--- config.mk ---
export PLATFORM = sky130hd
export DESIGN_NAME = axi_lite_regbank_flat
export DESIGN_NICKNAME = d
export VERILOG_FILES = /design/src/rtl/axi_lite_regbank_pkg.sv /design/src/rtl/axi_lite_regbank_if.sv /design/src/rtl/axi_lite_regbank_decode.sv /design/src/rtl/axi_lite_regbank.sv /design/src/flat_wrapper.sv
export SDC_FILE = /design/constraint.sdc
export NUM_CORES = 1
export LEC_CHECK = 0
export ABC_CLOCK_PERIOD_IN_PS = 1890
export BUFFER_PORTS_ARGS = -buffer_cell sky130_fd_sc_hd__buf_2
export CAP_MARGIN = 20
export CELL_PAD_IN_SITES_DETAIL_PLACEMENT = 1
export CELL_PAD_IN_SITES_GLOBAL_PLACEMENT = 1
export CORE_AREA = 2 2 244 246
export DETAILED_ROUTE_END_ITERATION = 10
export DIE_AREA = 0 0 246 248
export GPL_TIMING_DRIVEN = 0
export HOLD_SLACK_MARGIN = 0.08
export PLACE_DENSITY_LB_ADDON = 0.1
export SETUP_SLACK_MARGIN = 0.5
export SYNTH_ARGS = -nofsm -noshare
export SYNTH_HDL_FRONTEND = slang
export SYNTH_SLANG_ARGS = --single-unit
--- constraint.sdc ---
create_clock -name clk -period 1.89 [get_ports clk]
set_input_delay 0.2835 -clock clk [delete_from_list [all_inputs] [get_ports clk]]
set_output_delay 0.2835 -clock clk [all_outputs]
set_load 0.005 [all_outputs]
--- src/rtl/axi_lite_regbank_pkg.sv ---
// Shared response codes, FSM state types and the byte-strobe merge helper
// for the AXI4-Lite register bank.
package axi_lite_pkg;

   localparam logic [1:0] RESP_OKAY   = 2'b00;
   localparam logic [1:0] RESP_SLVERR = 2'b10;

   typedef enum logic {W_IDLE, W_RESP} wr_state_t;
   typedef enum logic {R_IDLE, R_DATA} rd_state_t;

   // Sized for the widest legal bus; callers zero-extend and truncate.
   function automatic logic [63:0] strb_merge(input logic [63:0] old_data,
                                              input logic [63:0] wdata,
                                              input logic [7:0]  strb);
      logic [63:0] merged;
      merged = old_data;
      for (int b = 0; b < 8; b++) begin
         if (strb[b]) merged[b*8 +: 8] = wdata[b*8 +: 8];
      end
      return merged;
   endfunction

endpackage

--- src/rtl/axi_lite_regbank_if.sv ---
// AXI4-Lite signal bundle with master and slave views.
interface axi_lite_if #(
   parameter int AXI_DATA_WIDTH = 32,
   parameter int AXI_ADDR_WIDTH = 6
);
   logic [AXI_ADDR_WIDTH-1:0]   AWADDR;
   logic [2:0]                  AWPROT;
   logic                        AWVALID;
   logic                        AWREADY;
   logic [AXI_DATA_WIDTH-1:0]   WDATA;
   logic [AXI_DATA_WIDTH/8-1:0] WSTRB;
   logic                        WVALID;
   logic                        WREADY;
   logic [1:0]                  BRESP;
   logic                        BVALID;
   logic                        BREADY;
   logic [AXI_ADDR_WIDTH-1:0]   ARADDR;
   logic [2:0]                  ARPROT;
   logic                        ARVALID;
   logic                        ARREADY;
   logic [AXI_DATA_WIDTH-1:0]   RDATA;
   logic [1:0]                  RRESP;
   logic                        RVALID;
   logic                        RREADY;

   modport master (
      output AWADDR, AWPROT, AWVALID, WDATA, WSTRB, WVALID, BREADY,
             ARADDR, ARPROT, ARVALID, RREADY,
      input  AWREADY, WREADY, BRESP, BVALID, ARREADY, RDATA, RRESP, RVALID
   );

   modport slave (
      input  AWADDR, AWPROT, AWVALID, WDATA, WSTRB, WVALID, BREADY,
             ARADDR, ARPROT, ARVALID, RREADY,
      output AWREADY, WREADY, BRESP, BVALID, ARREADY, RDATA, RRESP, RVALID
   );
endinterface

--- src/rtl/axi_lite_regbank_decode.sv ---
// Combinational address decoder: register index plus range and writability
// checks. One instance serves the AW path, another the AR path.
module axi_lite_regbank_decode #(
   parameter int                  AXI_DATA_WIDTH = 32,
   parameter int                  AXI_ADDR_WIDTH = 6,
   parameter int                  NUM_REGS       = 8,
   parameter logic [NUM_REGS-1:0] RO_MASK        = '0,
   localparam int                 ADDR_LSB       = $clog2(AXI_DATA_WIDTH/8),
   localparam int                 IDX_W          = AXI_ADDR_WIDTH - ADDR_LSB
) (
   input  logic [AXI_ADDR_WIDTH-1:0] addr,
   output logic [IDX_W-1:0]          idx,
   output logic                      in_range,
   output logic                      writable
);

   // Read-only mask padded to the full index space so any index is safe.
   logic [(1<<IDX_W)-1:0] ro_ext;
   logic                  unused_lsb;

   generate
      for (genvar gi = 0; gi < (1 << IDX_W); gi++) begin : g_ro
         if (gi < NUM_REGS) begin : g_real
            assign ro_ext[gi] = RO_MASK[gi];
         end else begin : g_pad
            assign ro_ext[gi] = 1'b0;
         end
      end
   endgenerate

   assign idx        = addr[AXI_ADDR_WIDTH-1:ADDR_LSB];
   assign unused_lsb = ^addr[ADDR_LSB-1:0];
   assign in_range   = (32'(idx) < 32'(NUM_REGS));
   assign writable   = in_range & ~ro_ext[idx];

endmodule

--- src/rtl/axi_lite_regbank.sv ---
// AXI4-Lite slave exposing NUM_REGS registers with byte strobes, read-only
// status registers, SLVERR on illegal accesses and per-register write pulses.
module axi_lite_regbank
   import axi_lite_pkg::*;
#(
   parameter int                  AXI_DATA_WIDTH = 32,
   parameter int                  AXI_ADDR_WIDTH = 6,
   parameter int                  NUM_REGS       = 8,
   parameter logic [NUM_REGS-1:0] RO_MASK        = '0
) (
   input  logic                               clk,
   input  logic                               reset_n,
   axi_lite_if.slave                          bus,
   output logic [NUM_REGS*AXI_DATA_WIDTH-1:0] reg_out,
   input  logic [NUM_REGS*AXI_DATA_WIDTH-1:0] hw_in,
   output logic [NUM_REGS-1:0]                wr_pulse
);

   localparam int ADDR_LSB = $clog2(AXI_DATA_WIDTH/8);
   localparam int IDX_W    = AXI_ADDR_WIDTH - ADDR_LSB;
   localparam int STRB_W   = AXI_DATA_WIDTH / 8;

   wr_state_t wr_state_reg, wr_state_next;
   rd_state_t rd_state_reg, rd_state_next;

   logic [IDX_W-1:0] aw_dec_idx, ar_dec_idx, aw_idx_reg, cur_idx;
   logic aw_dec_ok, ar_dec_range, aw_range_unused, ar_writable_unused;
   logic aw_held_reg, w_held_reg, aw_ok_reg, cur_ok;
   logic aw_ready, w_ready, ar_ready, aw_hs, w_hs, ar_hs, commit;
   logic [AXI_DATA_WIDTH-1:0] wdata_reg, cur_data, rd_word, rdata_reg;
   logic [STRB_W-1:0]         wstrb_reg, cur_strb;
   logic [1:0]                bresp_reg, rresp_reg;
   logic                      bvalid_reg, rvalid_reg;
   logic [AXI_DATA_WIDTH-1:0] regs [NUM_REGS];
   logic [AXI_DATA_WIDTH-1:0] rd_src [NUM_REGS];
   logic                      unused_prot;

   assign unused_prot = ^{bus.AWPROT, bus.ARPROT};

   axi_lite_regbank_decode #(
      .AXI_DATA_WIDTH(AXI_DATA_WIDTH), .AXI_ADDR_WIDTH(AXI_ADDR_WIDTH),
      .NUM_REGS(NUM_REGS), .RO_MASK(RO_MASK)
   ) u_aw_decode (
      .addr(bus.AWADDR), .idx(aw_dec_idx), .in_range(aw_range_unused), .writable(aw_dec_ok)
   );

   axi_lite_regbank_decode #(
      .AXI_DATA_WIDTH(AXI_DATA_WIDTH), .AXI_ADDR_WIDTH(AXI_ADDR_WIDTH),
      .NUM_REGS(NUM_REGS), .RO_MASK(RO_MASK)
   ) u_ar_decode (
      .addr(bus.ARADDR), .idx(ar_dec_idx), .in_range(ar_dec_range), .writable(ar_writable_unused)
   );

   // Commit uses held values where a channel arrived earlier, live ones otherwise.
   assign aw_hs    = bus.AWVALID & aw_ready;
   assign w_hs     = bus.WVALID & w_ready;
   assign cur_idx  = aw_held_reg ? aw_idx_reg : aw_dec_idx;
   assign cur_ok   = aw_held_reg ? aw_ok_reg  : aw_dec_ok;
   assign cur_data = w_held_reg  ? wdata_reg  : bus.WDATA;
   assign cur_strb = w_held_reg  ? wstrb_reg  : bus.WSTRB;

   always_comb begin
      wr_state_next = wr_state_reg;
      aw_ready      = 1'b0;
      w_ready       = 1'b0;
      commit        = 1'b0;
      case (wr_state_reg)
         W_IDLE: begin
            aw_ready = ~aw_held_reg;
            w_ready  = ~w_held_reg;
            if ((aw_held_reg | bus.AWVALID) & (w_held_reg | bus.WVALID)) begin
               commit        = 1'b1;
               wr_state_next = W_RESP;
            end
         end
         W_RESP: if (bus.BREADY) wr_state_next = W_IDLE;
         default: wr_state_next = W_IDLE;
      endcase
   end

   always_ff @(posedge clk or negedge reset_n) begin
      if (!reset_n) wr_state_reg <= W_IDLE;
      else          wr_state_reg <= wr_state_next;
   end

   always_ff @(posedge clk or negedge reset_n) begin
      if (!reset_n) begin
         aw_held_reg <= 1'b0;
         w_held_reg  <= 1'b0;
         aw_idx_reg  <= '0;
         aw_ok_reg   <= 1'b0;
         wdata_reg   <= '0;
         wstrb_reg   <= '0;
         bvalid_reg  <= 1'b0;
         bresp_reg   <= RESP_OKAY;
      end else begin
         if (aw_hs) begin
            aw_held_reg <= 1'b1;
            aw_idx_reg  <= aw_dec_idx;
            aw_ok_reg   <= aw_dec_ok;
         end
         if (w_hs) begin
            w_held_reg <= 1'b1;
            wdata_reg  <= bus.WDATA;
            wstrb_reg  <= bus.WSTRB;
         end
         if (commit) begin
            bvalid_reg <= 1'b1;
            bresp_reg  <= cur_ok ? RESP_OKAY : RESP_SLVERR;
         end else if (wr_state_reg == W_RESP && bus.BREADY) begin
            bvalid_reg  <= 1'b0;
            aw_held_reg <= 1'b0;
            w_held_reg  <= 1'b0;
         end
      end
   end

   generate
      for (genvar gi = 0; gi < NUM_REGS; gi++) begin : g_reg
         logic                      hit;
         logic                      pulse_reg;
         logic [AXI_DATA_WIDTH-1:0] data_reg;

         assign hit = commit & cur_ok & (cur_idx == IDX_W'(gi));

         always_ff @(posedge clk or negedge reset_n) begin
            if (!reset_n) begin
               data_reg  <= '0;
               pulse_reg <= 1'b0;
            end else begin
               pulse_reg <= hit;
               if (hit) data_reg <= AXI_DATA_WIDTH'(strb_merge(64'(data_reg), 64'(cur_data), 8'(cur_strb)));
            end
         end

         assign regs[gi]                             = data_reg;
         assign wr_pulse[gi]                         = pulse_reg;
         assign reg_out[gi*AXI_DATA_WIDTH +: AXI_DATA_WIDTH] = data_reg;

         if (RO_MASK[gi]) begin : g_ro
            assign rd_src[gi] = hw_in[gi*AXI_DATA_WIDTH +: AXI_DATA_WIDTH];
         end else begin : g_rw
            assign rd_src[gi] = regs[gi];
         end
      end
   endgenerate

   always_comb begin
      rd_state_next = rd_state_reg;
      ar_ready      = 1'b0;
      case (rd_state_reg)
         R_IDLE: begin
            ar_ready = 1'b1;
            if (bus.ARVALID) rd_state_next = R_DATA;
         end
         R_DATA: if (bus.RREADY) rd_state_next = R_IDLE;
         default: rd_state_next = R_IDLE;
      endcase
   end

   // Out-of-range indices match no entry and fall through to zero.
   always_comb begin
      rd_word = '0;
      for (int i = 0; i < NUM_REGS; i++) begin
         if (ar_dec_idx == IDX_W'(i)) rd_word = rd_src[i];
      end
   end

   assign ar_hs = bus.ARVALID & ar_ready;

   always_ff @(posedge clk or negedge reset_n) begin
      if (!reset_n) rd_state_reg <= R_IDLE;
      else          rd_state_reg <= rd_state_next;
   end

   always_ff @(posedge clk or negedge reset_n) begin
      if (!reset_n) begin
         rvalid_reg <= 1'b0;
         rdata_reg  <= '0;
         rresp_reg  <= RESP_OKAY;
      end else if (ar_hs) begin
         rvalid_reg <= 1'b1;
         rdata_reg  <= ar_dec_range ? rd_word : '0;
         rresp_reg  <= ar_dec_range ? RESP_OKAY : RESP_SLVERR;
      end else if (rd_state_reg == R_DATA && bus.RREADY) begin
         rvalid_reg <= 1'b0;
      end
   end

   assign bus.AWREADY = aw_ready;
   assign bus.WREADY  = w_ready;
   assign bus.BVALID  = bvalid_reg;
   assign bus.BRESP   = bresp_reg;
   assign bus.ARREADY = ar_ready;
   assign bus.RVALID  = rvalid_reg;
   assign bus.RDATA   = rdata_reg;
   assign bus.RRESP   = rresp_reg;

endmodule

--- src/flat_wrapper.sv ---
// flat-port wrapper written by rule: the top's interface ports become plain ports
module axi_lite_regbank_flat import axi_lite_pkg::*;
#(
   parameter int                  AXI_DATA_WIDTH = 32,
   parameter int                  AXI_ADDR_WIDTH = 6,
   parameter int                  NUM_REGS       = 8,
   parameter logic [NUM_REGS-1:0] RO_MASK        = '0
)
  (clk, reset_n, reg_out, hw_in, wr_pulse, bus_AWADDR, bus_AWPROT, bus_AWVALID, bus_WDATA, bus_WSTRB, bus_WVALID, bus_BREADY, bus_ARADDR, bus_ARPROT, bus_ARVALID, bus_RREADY, bus_AWREADY, bus_WREADY, bus_BRESP, bus_BVALID, bus_ARREADY, bus_RDATA, bus_RRESP, bus_RVALID);
  axi_lite_if #(.AXI_DATA_WIDTH(AXI_DATA_WIDTH), .AXI_ADDR_WIDTH(AXI_ADDR_WIDTH)) bus_i ();
  input  logic clk;
  input  logic reset_n;
  output logic [NUM_REGS*AXI_DATA_WIDTH-1:0] reg_out;
  input  logic [NUM_REGS*AXI_DATA_WIDTH-1:0] hw_in;
  output logic [NUM_REGS-1:0] wr_pulse;
  input wire logic [$bits(bus_i.AWADDR)-1:0] bus_AWADDR;
  input wire logic [$bits(bus_i.AWPROT)-1:0] bus_AWPROT;
  input wire logic [$bits(bus_i.AWVALID)-1:0] bus_AWVALID;
  input wire logic [$bits(bus_i.WDATA)-1:0] bus_WDATA;
  input wire logic [$bits(bus_i.WSTRB)-1:0] bus_WSTRB;
  input wire logic [$bits(bus_i.WVALID)-1:0] bus_WVALID;
  input wire logic [$bits(bus_i.BREADY)-1:0] bus_BREADY;
  input wire logic [$bits(bus_i.ARADDR)-1:0] bus_ARADDR;
  input wire logic [$bits(bus_i.ARPROT)-1:0] bus_ARPROT;
  input wire logic [$bits(bus_i.ARVALID)-1:0] bus_ARVALID;
  input wire logic [$bits(bus_i.RREADY)-1:0] bus_RREADY;
  output wire logic [$bits(bus_i.AWREADY)-1:0] bus_AWREADY;
  output wire logic [$bits(bus_i.WREADY)-1:0] bus_WREADY;
  output wire logic [$bits(bus_i.BRESP)-1:0] bus_BRESP;
  output wire logic [$bits(bus_i.BVALID)-1:0] bus_BVALID;
  output wire logic [$bits(bus_i.ARREADY)-1:0] bus_ARREADY;
  output wire logic [$bits(bus_i.RDATA)-1:0] bus_RDATA;
  output wire logic [$bits(bus_i.RRESP)-1:0] bus_RRESP;
  output wire logic [$bits(bus_i.RVALID)-1:0] bus_RVALID;
  assign bus_i.AWADDR = bus_AWADDR;
  assign bus_i.AWPROT = bus_AWPROT;
  assign bus_i.AWVALID = bus_AWVALID;
  assign bus_i.WDATA = bus_WDATA;
  assign bus_i.WSTRB = bus_WSTRB;
  assign bus_i.WVALID = bus_WVALID;
  assign bus_i.BREADY = bus_BREADY;
  assign bus_i.ARADDR = bus_ARADDR;
  assign bus_i.ARPROT = bus_ARPROT;
  assign bus_i.ARVALID = bus_ARVALID;
  assign bus_i.RREADY = bus_RREADY;
  assign bus_AWREADY = bus_i.AWREADY;
  assign bus_WREADY = bus_i.WREADY;
  assign bus_BRESP = bus_i.BRESP;
  assign bus_BVALID = bus_i.BVALID;
  assign bus_ARREADY = bus_i.ARREADY;
  assign bus_RDATA = bus_i.RDATA;
  assign bus_RRESP = bus_i.RRESP;
  assign bus_RVALID = bus_i.RVALID;
  axi_lite_regbank #(.AXI_DATA_WIDTH(AXI_DATA_WIDTH), .AXI_ADDR_WIDTH(AXI_ADDR_WIDTH), .NUM_REGS(NUM_REGS), .RO_MASK(RO_MASK)) u_core (.clk(clk), .reset_n(reset_n), .bus(bus_i), .reg_out(reg_out), .hw_in(hw_in), .wr_pulse(wr_pulse));
endmodule
# After elaboration in Yosys (flattened, before gate mapping)
# Memories as Yosys holds them, arrays and structs flattened.
# Index checks and enable logic that the tools add are counted.
dict set report op_classes {
  magnitude_cmp 3
  eq_ne 14
  mux 36
  bitwise 21
  reduce_logical 38
}
# op n
set op_table {}
lappend op_table {{32-bit 2-to-1 mux} 10}
lappend op_table {{2-bit AND reduction} 32}
lappend op_table {{4-bit by 3-bit == test with 1-bit output, second input constant} 8}
lappend op_table {{1-bit 2-to-1 mux} 20}
lappend op_table {{4-bit by 2-bit == test with 1-bit output, second input constant} 4}
lappend op_table {{1-bit bitwise AND} 14}
lappend op_table {{4-bit by 1-bit == test with 1-bit output, second input constant} 2}
lappend op_table {{4-bit logical NOT} 2}
lappend op_table {{4-bit less-than comparator, second input constant} 2}
lappend op_table {{4-bit 2-to-1 mux} 2}
lappend op_table {{4-bit by 5-bit less-than comparator with 1-bit output, second input constant} 1}
lappend op_table {{1-bit NOT} 5}
lappend op_table {{2-bit 2-to-1 mux} 2}
lappend op_table {{1-bit one-hot mux with 2 select lines} 2}
lappend op_table {{2-bit nonzero test} 2}
lappend op_table {{1-bit logical AND} 2}
lappend op_table {{1-bit bitwise OR} 2}
dict set report totals {
  regBits 347
  rom_bits 16
  inputBits 317
  out_inout_bits 305
  word_cells 166
  memories 1
}
# memory depth word_bits read_ports rd_clocked_by_memory_dff wr line
set memory_table {}
lappend memory_table {{(no name shown)} 16 1 1 0 0 axi_lite_regbank_decode.sv:34} ;# assign writable = in_range & ~ro_ext[idx];

# Logic depth before layout (Yosys ltp)
dict set report logic_depth {
  depth_word 10
  ltp_mapped 8
  mapped_depth_nobuf 5
}

# Modules after synthesis
# Synthesis repeated with hierarchy kept, for this count alone.
dict set report hier_totals {
  cells_unflattened 1223
  area_unflattened_um2 16433.3
}
# mod instances cells_each area_each_um2 seq_area_each_um2
set by_module_without_submodules {}
lappend by_module_without_submodules {axi_lite_regbank 1 1211 16350.7 8633.3}
lappend by_module_without_submodules {axi_lite_regbank_decode 2 6 41.3 0.0}

# Worst setup path before layout
# Ideal clock, no wire load.
dict set report synth_timing {
  path_kind {reg-to-reg}
  from {register u_core.aw_held_reg}
  to {register u_core.g_reg[4].data_reg[0]}
  setup_ns 0.128
  arrival_ns 1.740
  required_ns 1.762
  slack_ns 0.023
  stages_incl_launch_ff 6
  path_buffers 1
  synth_period_minus_slack_ns 1.867
  path_cell_list {dfrtp_1 > buf_6 > o32a_4 > nor2_8 > nand2_4 > mux2_1}
}
dict set report synth_via {
  elab_chain_cells 7
  elab_cells_between_ends 10
  cone_classes {eq/ne: 1; mux: 4; bitwise: 4; reduce/logical: 1}
}
# element line
set synth_lines {}
lappend synth_lines {{from (decl)} axi_lite_regbank.sv:28} ;# logic aw_held_reg, w_held_reg, aw_ok_reg, cur_ok;
lappend synth_lines {{from (signal assigned)} axi_lite_regbank.sv:88} ;# aw_held_reg <= 1'b0;
lappend synth_lines {{from (signal assigned)} axi_lite_regbank.sv:98} ;# aw_held_reg <= 1'b1;
lappend synth_lines {{from (signal assigned)} axi_lite_regbank.sv:112} ;# aw_held_reg <= 1'b0;
lappend synth_lines {{1-bit bitwise OR} axi_lite_regbank.sv:71} ;# if ((aw_held_reg | bus.AWVALID) & (w_held_reg | bus.WVALID)) begin
lappend synth_lines {{1-bit bitwise AND} axi_lite_regbank.sv:71}
lappend synth_lines {{1-bit 2-to-1 mux} axi_lite_regbank.sv:71}
lappend synth_lines {{1-bit 2-to-1 mux} axi_lite_regbank.sv:67} ;# case (wr_state_reg)
lappend synth_lines {{1-bit bitwise AND} axi_lite_regbank.sv:124} ;# assign hit = commit & cur_ok & (cur_idx == IDX_W'(gi));
lappend synth_lines {{1-bit bitwise AND (*)} axi_lite_regbank.sv:124}
lappend synth_lines {{2-bit AND reduction (no source line) (*)} n/a}
lappend synth_lines {{to (signal assigned)} axi_lite_regbank.sv:132} ;# if (hit) data_reg <= AXI_DATA_WIDTH'(strb_merge(64'(data_reg), 64'(cur_data), 8'(cur_strb)));
lappend synth_lines {{to (decl)} axi_lite_regbank.sv:122} ;# logic [AXI_DATA_WIDTH-1:0] data_reg;
# Every way passes the cells marked *; elsewhere a longest branch is shown, timed or not.
# A chain may end at the register's enable or synchronous reset.

# Final worst setup path
dict set report layout_timing {
  from {register u_core.aw_held_reg}
  to {register u_core.g_reg[4].data_reg[5]}
}
# Same word-level chain as after synthesis.

==> summary.txt <==
vias in the first global route: 13.50k
PnR Total Power: 34.90 mW
CP endpoint kind: register
DP HPWL: 52370 um
Reg-to-Reg End: u_core.g_reg[4].data_reg[5]$_DFFE_PN0P_
FP Rows: 89
worst slack, placed: -0.6500 ns
hold slack: -0.3838 ns
Yosys warnings: 0
gp weighted congestion: 0.7985
Crit path required time: 2.34 ns
share of cells above drive strength 1: 0.5478
highest net fanout along the worst path: 8
Post-synth ARST share: 1.000
Most common cell on crit path: mux2_4
Rel. slew slack: 0.3375
Total GRT Usage: 0.2480
initial antenna violation count: 5
CTS H-tree lvls: 2
Worst EP arrival: 2.47 ns
min-delay worst type: in2async
# clock sinks: 345
failing checks: negative hold slack, negative setup slack
final hold viol count: 43
Cells after Synth: 1223
max cap viols: 0
drc violations: 0
register area share after synthesis: 0.5393
prevailing post-synth register cell: dfrtp_1
worst-skew pair later-pin latency: 0.58 ns
count of input and output buffers: 352
Worst Setup Path Type: reg2reg
final std cells w/o fill: 2563
CP Launch Type: register
Worst Tran Pin Value: 0.9938 ns
maximum clock path buffer count: 3
nets@finish: 2070
largest net degree at the start of global routing: 102
first-pass iteration count of the detailed router: 5
drt total wl: 76190 um
post-synth top area share: 0.5393
clock root buffer: clkbuf_16
vias per inst: 5.016
PD cells: 1498 nW/um^2
placed instance count: 2352
Synth area leader: dfrtp_1
delay-heaviest family, CP: multiplexers
Detailed Route Iter0 Violations: 737
stages on the worst setup path: 6
clk slew on worst S/H paths: 0.06 ns
filler cell count: 6251
Setup TNS Final: -15.32 ns
remaining global-route overflow: 0
Seq cells post-synth: 345
Synth top cells by count: dfrtp_1 (345), mux2_2 (269), nor2_1 (68)
crit-path cells: mux2_4 > nand3b_4 > nor2_4 > buf_12 > nand2_8 > mux2_4
Final ANT Viol Nets: 0
I/O pin cnt: 622
TritonCTS clock tree: built
R2R Path Start: u_core.aw_held_reg$_DFF_PN0_
Syn Area/Cell: 13.09 sq um
count leader, synth: dfrtp_1
post-route setup slack: -0.1335 ns
Post-synth EDFFs: 0
Core Box Area: 58460 sq um
run status: finished, violations left
slowest stage delay, CP: 0.44 ns
max reg flops: 256
achievable clock frequency: 494.2 MHz
Die Area: 61010 sq um
Mapped Area: 16010 sq um
first-pass GRT wire length: 105400 um
CTS Buf Count: 44
max-slew violation count: 0
Yosys cell types: 51
Die Height: 248 um
worst path buffer plus inverter count: 1
min cycle time layout: 2.023 ns
slowest stage cell, crit path: dfrtp_2
Worst R2R Path Depth: 6
FF-to-FF setup slack: -0.13 ns
Synth area leaders: dfrtp_1 (54%), mux2_2 (19%), mux2i_1 (3.6%), mux2_1 (3.3%), nand2_4 (1.8%)
P_leak: 11.72 nW
Initial Util: 0.2738
unrepaired setup endpoints after global routing: true
Peak VDD IR: 627.5 uV
Die X: 246 um
final setup fails: 222
WL per Instance: 29.73 um
Area Growth Syn to Fin: 45.53%
Tcrit/Tclk final: 1.071
clk_skew: 0.02132 ns
via count: 12.86k
area by class of cell:
type | instances | area [sq um] | area share
Buffer | 68 | 648.1 | 0.02782
Clock buffer | 71 | 1364 | 0.05854
Tap cell | 773 | 967.2 | 0.04151
Antenna cell | 1 | 2.502 | 0.0001074
Inverter | 4 | 17.52 | 0.0007518
Timing Repair Buffer | 483 | 3436 | 0.1475
Sequential cell | 345 | 8637 | 0.3707
Clock inverter | 11 | 93.84 | 0.004028
Multi-Input combinational cell | 807 | 8133 | 0.3491
how the worst max path moves through the flow:
stage / slack, ns / end / start
floorplan: 0.1 / u_core.g_reg[4].data_reg[0]$_DFFE_PN0P_ / u_core.aw_held_reg$_DFF_PN0_
global placement: -6.91 / u_core.g_reg[0].data_reg[13]$_DFFE_PN0P_ / reset_n
detailed placement: -0.65 / u_core.g_reg[7].data_reg[25]$_DFFE_PN0P_ / u_core.w_held_reg$_DFF_PN0_
CTS: -0.12 / u_core.g_reg[5].data_reg[14]$_DFFE_PN0P_ / u_core.aw_held_reg$_DFF_PN0_
global route: -0.15 / u_core.g_reg[4].data_reg[5]$_DFFE_PN0P_ / u_core.aw_held_reg$_DFF_PN0_
finish: -0.13 / u_core.g_reg[4].data_reg[5]$_DFFE_PN0P_ / u_core.aw_held_reg$_DFF_PN0_
cell families (layout without fill, tap and decap cells):
group                  count (synthesis)  count (layout)  synth area share
other                                  1               3         0.0002342
multiplexers                         386             386            0.2701
buffers and inverters                 72             637           0.02079
flip-flops                           345             345            0.5393
AND/OR/NAND/NOR                      237             237           0.08847
AO/OA/AOI/OAI                        182             182           0.08113
timing repair:
action	4_1_cts	5_1_grt
hold buffers	48	1
gates resized for setup	220	52
hold endpoints to repair	123	44
gates cloned	7	0
buffers inserted	62	10
setup endpoints to repair	639	639
pin swaps	38	22
per-layer routing:
metal,part of all wire,vias up,track usage
met3,0.082,99,0.07991
met5,0.00034,-,0
li1,-,5577,-
met4,0.025,4,0.06595
met1,0.46,6731,0.3481
met2,0.43,444,0.3657
cell usage in the layout, fill, tap and decap left out, types with 41 or more instances in the layout:
master / count
buf_2: 357
dfrtp_1: 342
clkbuf_16: 51
nor2_1: 61
buf_4: 41
nand2_1: 42
mux2_4: 147
dlygate4sd3_1: 49
mux2_2: 172
mux2i_1: 53
report_power, final:
part / total (mW) / internal (mW) / switching, mW / leakage [nW]
clock: 8.48 / 5.07 / 3.41 / 0.720
sequential: 12.4 / 10.0 / 2.40 / 4.60
combinational: 14.0 / 7.14 / 6.87 / 6.40
per-stage QoR:
stage | util | cell area (sq um)
5_1_grt | 0.3985 | 23300
4_1_cts | 0.3941 | 23040
3_5_place_dp | 0.3301 | 19300
2_1_floorplan | - | 16480
6_report | 0.3985 | 23300
3_3_place_gp | 0.3285 | 19210
Power figures use the tool's default switching activity.
